<file path="src/rtl/peripheral_regs.sv">
// Shared register map for the VIA-style timer peripheral.
// Holds the register offsets and the bit positions used in ACR, IFR and IER,
// so that the RTL and any software model agree on a single definition.
package peripheral_regs;

  // Register offsets presented on address[2:0].
  typedef enum logic [2:0] {
    RegT1cl = 3'd0,
    RegT1ch = 3'd1,
    RegT1ll = 3'd2,
    RegT1lh = 3'd3,
    RegAcr  = 3'd4,
    RegIfr  = 3'd5,
    RegIer  = 3'd6,
    RegRsvd = 3'd7
  } via_reg_t;

  // ACR: timer 1 free-run select.
  localparam int unsigned ACR_FREE_RUN = 6;
  // IFR: timer 1 flag and the "any enabled interrupt pending" summary bit.
  localparam int unsigned IFR_T1  = 0;
  localparam int unsigned IFR_IRQ = 7;
  // IER: timer 1 enable and the set/clear control bit on writes.
  localparam int unsigned IER_T1  = 0;
  localparam int unsigned IER_SET = 7;

endpackage

</file>
<file path="src/rtl/down_counter16.sv">
// 16-bit down counter with synchronous parallel load.
// Ports:
//   clk_in     - clock, state advances on the rising edge
//   reset      - asynchronous active-high reset, count returns to 16'hFFFF
//   load       - load load_value on this edge instead of decrementing
//   load_value - value taken when load is high
//   count      - current count
//   underflow  - high while count is zero, i.e. the next edge is an underflow edge
module down_counter16 (
  input  logic        clk_in,
  input  logic        reset,
  input  logic        load,
  input  logic [15:0] load_value,
  output logic [15:0] count,
  output logic        underflow
);

  logic [15:0] count_d, count_q;

  // Decrementing from zero wraps to 16'hFFFF, which is the one-shot behaviour.
  always_comb begin
    count_d = count_q - 16'd1;
    if (load) begin
      count_d = load_value;
    end
  end

  always_ff @(posedge clk_in or posedge reset) begin
    if (reset) begin
      count_q <= 16'hFFFF;
    end else begin
      count_q <= count_d;
    end
  end

  assign count     = count_q;
  assign underflow = (count_q == 16'h0000);

endmodule

</file>
<file path="src/rtl/via_timer.sv">
// VIA-style timer 1: register decode, latch, interrupt flag and enable.
// Ports:
//   clk_in     - system clock (shared with the CPU)
//   reset      - asynchronous active-high reset
//   cs         - chip select from the address decoder
//   READ_write - bus direction, 0 = read, 1 = write
//   address    - register offset
//   data_in    - write data from the CPU
//   data_out   - read data to the CPU, 8'h00 when not being read
//   nmib       - active-low interrupt request
module via_timer
  import peripheral_regs::*;
(
  input  logic       clk_in,
  input  logic       reset,
  input  logic       cs,
  input  logic       READ_write,
  input  logic [2:0] address,
  input  logic [7:0] data_in,
  output logic [7:0] data_out,
  output logic       nmib
);

  via_reg_t reg_sel;
  logic     wr, rd, wr_t1ch, flag_clr;

  logic [15:0] latch_d, latch_q;
  logic        free_run_d, free_run_q;
  logic        ier_en_d, ier_en_q;
  logic        flag_d, flag_q;
  logic        armed_d, armed_q;

  logic        cnt_load;
  logic [15:0] cnt_load_value;
  logic [15:0] count;
  logic        underflow;

  assign reg_sel = via_reg_t'(address);
  assign wr      = cs & READ_write;
  assign rd      = cs & ~READ_write;
  assign wr_t1ch = wr && (reg_sel == RegT1ch);

  // A T1CH write loads the new value even on an underflow edge.
  assign cnt_load       = wr_t1ch | (underflow & free_run_q);
  assign cnt_load_value = wr_t1ch ? {data_in, latch_q[7:0]} : latch_q;

  down_counter16 u_counter (
    .clk_in     (clk_in),
    .reset      (reset),
    .load       (cnt_load),
    .load_value (cnt_load_value),
    .count      (count),
    .underflow  (underflow)
  );

  assign flag_clr = (rd && (reg_sel == RegT1cl)) ||
                    (wr && (reg_sel == RegT1lh)) ||
                    (wr && (reg_sel == RegIfr) && data_in[IFR_T1]);

  always_comb begin
    latch_d    = latch_q;
    free_run_d = free_run_q;
    ier_en_d   = ier_en_q;
    flag_d     = flag_q;
    armed_d    = armed_q;

    if (wr) begin
      case (reg_sel)
        RegT1cl, RegT1ll: latch_d[7:0]  = data_in;
        RegT1ch, RegT1lh: latch_d[15:8] = data_in;
        RegAcr:           free_run_d    = data_in[ACR_FREE_RUN];
        RegIer: begin
          if (data_in[IER_T1]) begin
            ier_en_d = data_in[IER_SET];
          end
        end
        default: ;
      endcase
    end

    if (flag_clr) begin
      flag_d = 1'b0;
    end
    // Underflow set takes priority over a clear on the same edge; only an
    // armed timer reports, so nothing fires after reset until T1CH is written.
    if (underflow && armed_q) begin
      flag_d = 1'b1;
      if (!free_run_q) begin
        armed_d = 1'b0;
      end
    end
    if (wr_t1ch) begin
      flag_d  = 1'b0;
      armed_d = 1'b1;
    end
  end

  always_ff @(posedge clk_in or posedge reset) begin
    if (reset) begin
      latch_q    <= 16'hFFFF;
      free_run_q <= 1'b0;
      ier_en_q   <= 1'b0;
      flag_q     <= 1'b0;
      armed_q    <= 1'b0;
    end else begin
      latch_q    <= latch_d;
      free_run_q <= free_run_d;
      ier_en_q   <= ier_en_d;
      flag_q     <= flag_d;
      armed_q    <= armed_d;
    end
  end

  always_comb begin
    data_out = 8'h00;
    if (!reset && rd) begin
      case (reg_sel)
        RegT1cl: data_out = count[7:0];
        RegT1ch: data_out = count[15:8];
        RegT1ll: data_out = latch_q[7:0];
        RegT1lh: data_out = latch_q[15:8];
        RegAcr:  data_out[ACR_FREE_RUN] = free_run_q;
        RegIfr: begin
          data_out[IFR_T1]  = flag_q;
          data_out[IFR_IRQ] = flag_q & ier_en_q;
        end
        RegIer: begin
          data_out[IER_SET] = 1'b1;
          data_out[IER_T1]  = ier_en_q;
        end
        default: ;
      endcase
    end
  end

  assign nmib = ~(flag_q & ier_en_q);

endmodule

</file>
<file path="config.mk">
export PLATFORM = sky130hd
export DESIGN_NAME = via_timer
export DESIGN_NICKNAME = d
export VERILOG_FILES = /design/src/rtl/peripheral_regs.sv /design/src/rtl/down_counter16.sv /design/src/rtl/via_timer.sv
export SDC_FILE = /design/constraint.sdc
export NUM_CORES = 1
export LEC_CHECK = 0
export CORE_MARGIN = 8
export CORE_UTILIZATION = 63
export DETAILED_ROUTE_END_ITERATION = 12
export DONT_BUFFER_PORTS = 1
export PLACE_DENSITY_LB_ADDON = 0.12
export REMOVE_ABC_BUFFERS = 1
export SLEW_MARGIN = 30
export SYNTH_ARGS = -nofsm -noshare
export SYNTH_HDL_FRONTEND = slang
export SYNTH_HIERARCHICAL = 1
export SYNTH_SLANG_ARGS = --single-unit
</file>
<file path="constraint.sdc">
create_clock -name clk_in -period 2.45 [get_ports clk_in]
set_input_delay 0.3675 -clock clk_in [delete_from_list [all_inputs] [get_ports clk_in]]
set_output_delay 0.3675 -clock clk_in [all_outputs]
set_load 0.02 [all_outputs]
</file>
==> out/metrics.yaml <==
cts_buffers: 5
crit_type: "reg2reg"
dp_slack_ps: 297.6
grt_pass1_vias: 1736
synth_top_area_share_pct: 36.70
worstPathRequired_ps: 2730
post-route-period-util_pct: 87.72
status: "finished, final reports clean"
avgSynthCellArea_um2: 10.66
leakagePower_nw: 0.9332
dieArea_mm2: 0.005822
cp.arrival_ps: 2430
power_density_mw_per_mm2: 929.3
setup_tns_ps: 0
fin_worst_skew_ps: 16.88
dp_hpwl_mm: 3.728
synthesis.area_mm2: 0.002291
netlist_instances: 215
startpoint_type: "flop"
numPortBuffers: 0
power_switching_mw: 0.7674
drcViolationCount: 0
via_per_inst: 6.347
hold_buffers: 0
yosysMostFrequentCell: "dfstp_2"
worstMarginPinSlew_ps: 789.2
io_pins: 24
antenna_found_initial: 0
yosys_register_bits: 36
path_max_fanout: 20
ys_async_sr_fraction_pct: 100.0
ys_seq_area_share_pct: 41.07
ctsHtreeMaxLevel: 2
rows: 22
overflow: 0
core_area_mm2: 0.003578
start_util_pct: 64.02
yosysTopAreaCell: "dfstp_2"
clockRootBuffer: "clkbuf_4"
setup.worst_path.end_class: "flop"
synth_edf_count: 0
first_pass_iters: 4
setup_viol: 0
die-height_um: 76.30
cts.clk_slew.worst_paths_ps: 110
rsz0062_at_grt: "false"
drive_above_1_share_pct: 37.33
clock_latency_ps: 350
antenna_left: 0
timing.rr.start: "u_counter/count[0]$_DFF_PP1_"
fin_nets: 232
power_frac_seq_pct: 55.3
clock_power_share_pct: 16.4
swShare_pct: 34.45
grt_util_all_layers_pct: 18.42
vdd_drop_max_uv: 464.6
startpoint: "u_counter/count[0]$_DFF_PP1_"
utilization_pct: 66.99
synthFlopType: "dfstp_2"
die_w_um: 76.30
hold_slack_ps: 39.77
min_period_ps: 2149
syn2layout_area_growth_pct: 4.642
hp-class: "in2async"
wl_per_cell_um: 19.98
cts_tree: "yes"
vias: 1682
synth.distinct_cells: 49
yosys-top-cells-count: "dfstp_2, nand2_1, mux2_2"
gp_congestion: 0.8684
grt_pass1_wl_mm: 8.680
slew_violations: 0
p_int_mw: 1.460
drt_iter0_drc: 134
hold_viol_final: 0
wirelength_mm: 5.294
yosysWarnings: 6
synth_area_leaders: "dfstp_2, mux2_2, mux2_4"
grt_max_degree: 23
slew_headroom_pct: 47.33
p_comb_share_pct: 28.3
fin_ws_ps: 300.8
cap_violations: 0
fmax_ghz: 0.4653
antenna-diode-count: 0
post_cts_buffers: 0
cts_buffer_depth: 2
clock_sinks: 36
==> path summary, 6_finish.rpt <==
path | end | slack (ps) | depth (start not counted)
max | u_counter/count[3]$_DFF_PP1_ | 300 | 10
min | ier_en_q$_DFFE_PP0P_ | 40 | 1
max reg2reg | u_counter/count[3]$_DFF_PP1_ | 300 | 10
min reg2reg | u_counter/count[5]$_DFF_PP1_ | 480 | 2
max in group asynchronous | free_run_q$_DFFE_PP0P_ | 1930 | 1
min in group clk_in | latch_q[14]$_DFFE_PP1P_ | 160 | 1
==> kinds of logic (layout without fill, tap and decap cells) <==
logic type      after synthesis  count (layout)  share of synthesized area [%]
simple gates                 76              76                          19.55
mux                          39              39                          21.19
flops                        36              36                          41.07
compound gates               32              32                          8.793
buf+inv                      18              20                          3.877
xor+xnor                     13              13                          4.970
fa+ha+maj                     1               1                         0.5461
==> sequential cells by signal (all words and copies together), names as in the netlist <==
| register | flops |
|---|---|
| armed_q | 1 |
| latch_q | 16 |
| ier_en_q | 1 |
| u_counter/count | 16 |
| free_run_q | 1 |
| flag_q | 1 |
==> placed cells by master (no fill, tap or decap), types with 3 or more instances in the layout <==
master    count
xor2_1        9
o22ai_1       3
xnor2_1       4
mux2i_1       8
buf_4         4
dfstp_2      32
o21ai_0       9
clkbuf_4      5
and2_1        3
o21ai_1       8
nand3_1       7
nand4_1       5
nor3_1        3
nor2_1        7
dfrtp_1       4
nand2_1      24
and3_1        4
mux2_2       21
nand2b_1      3
inv_1         8
nor2b_1       3
mux2_4        8
==> final cells by class <==
class / instances / area [um2]
Tap cell: 48 / 60.06
Inverter: 8 / 30.03
Fill cell: 292 / 1181
Sequential cell: 36 / 940.9
Clock buffer: 8 / 68.82
Multi-Input combinational cell: 161 / 1267
Timing Repair Buffer: 4 / 30.03
==> power groups by stage <==
stage,logic [mW],registers (mW),clock network [mW]
floorplan,0.527,1.15,0
global placement,0.598,1.21,0
detailed placement,0.617,1.23,0
CTS,0.622,1.22,0.373
global route,0.696,1.27,0.392
finish,0.629,1.23,0.366
==> stage by stage <==
stage                     cell area [um2]  power [mW]  std cells
final                                2397       2.228        265
after CTS                            2391       2.216        265
after floorplan                      2232       1.677        205
after detailed placement             2322       1.844        257
after global routing                 2397       2.353        265
after global placement               2322       1.810        257
==> worst max-delay path, cell delays in order, from the launching register on <==
cell and delay (ps):
dfstp_2 420, inv_1 60, ha_1 180, nor3b_4 360, nand4_1 140, nor2_1 240
nand2_1 80, nand2_1 110, buf_4 240, nor3_1 90, a21oi_1 140
==> routing by layer <==
| metal | vias to the layer above | part of all wire (%) | global-route usage, % |
|---|---|---|---|
| li1 | 781 | - | - |
| met1 | 822 | 42 | 22.45 |
| met2 | 65 | 46 | 27.76 |
| met3 | 14 | 8.7 | 6.132 |
| met4 | 0 | 3.0 | 10.58 |
| met5 | - | 0 | 0 |
==> what timing repair did <==
action,CTS,global route
endpoints found under the setup margin,0,1
gates resized for setup,0,1
endpoints found under the hold margin,0,0
No activity file was read; power rests on OpenSTA's default activity.
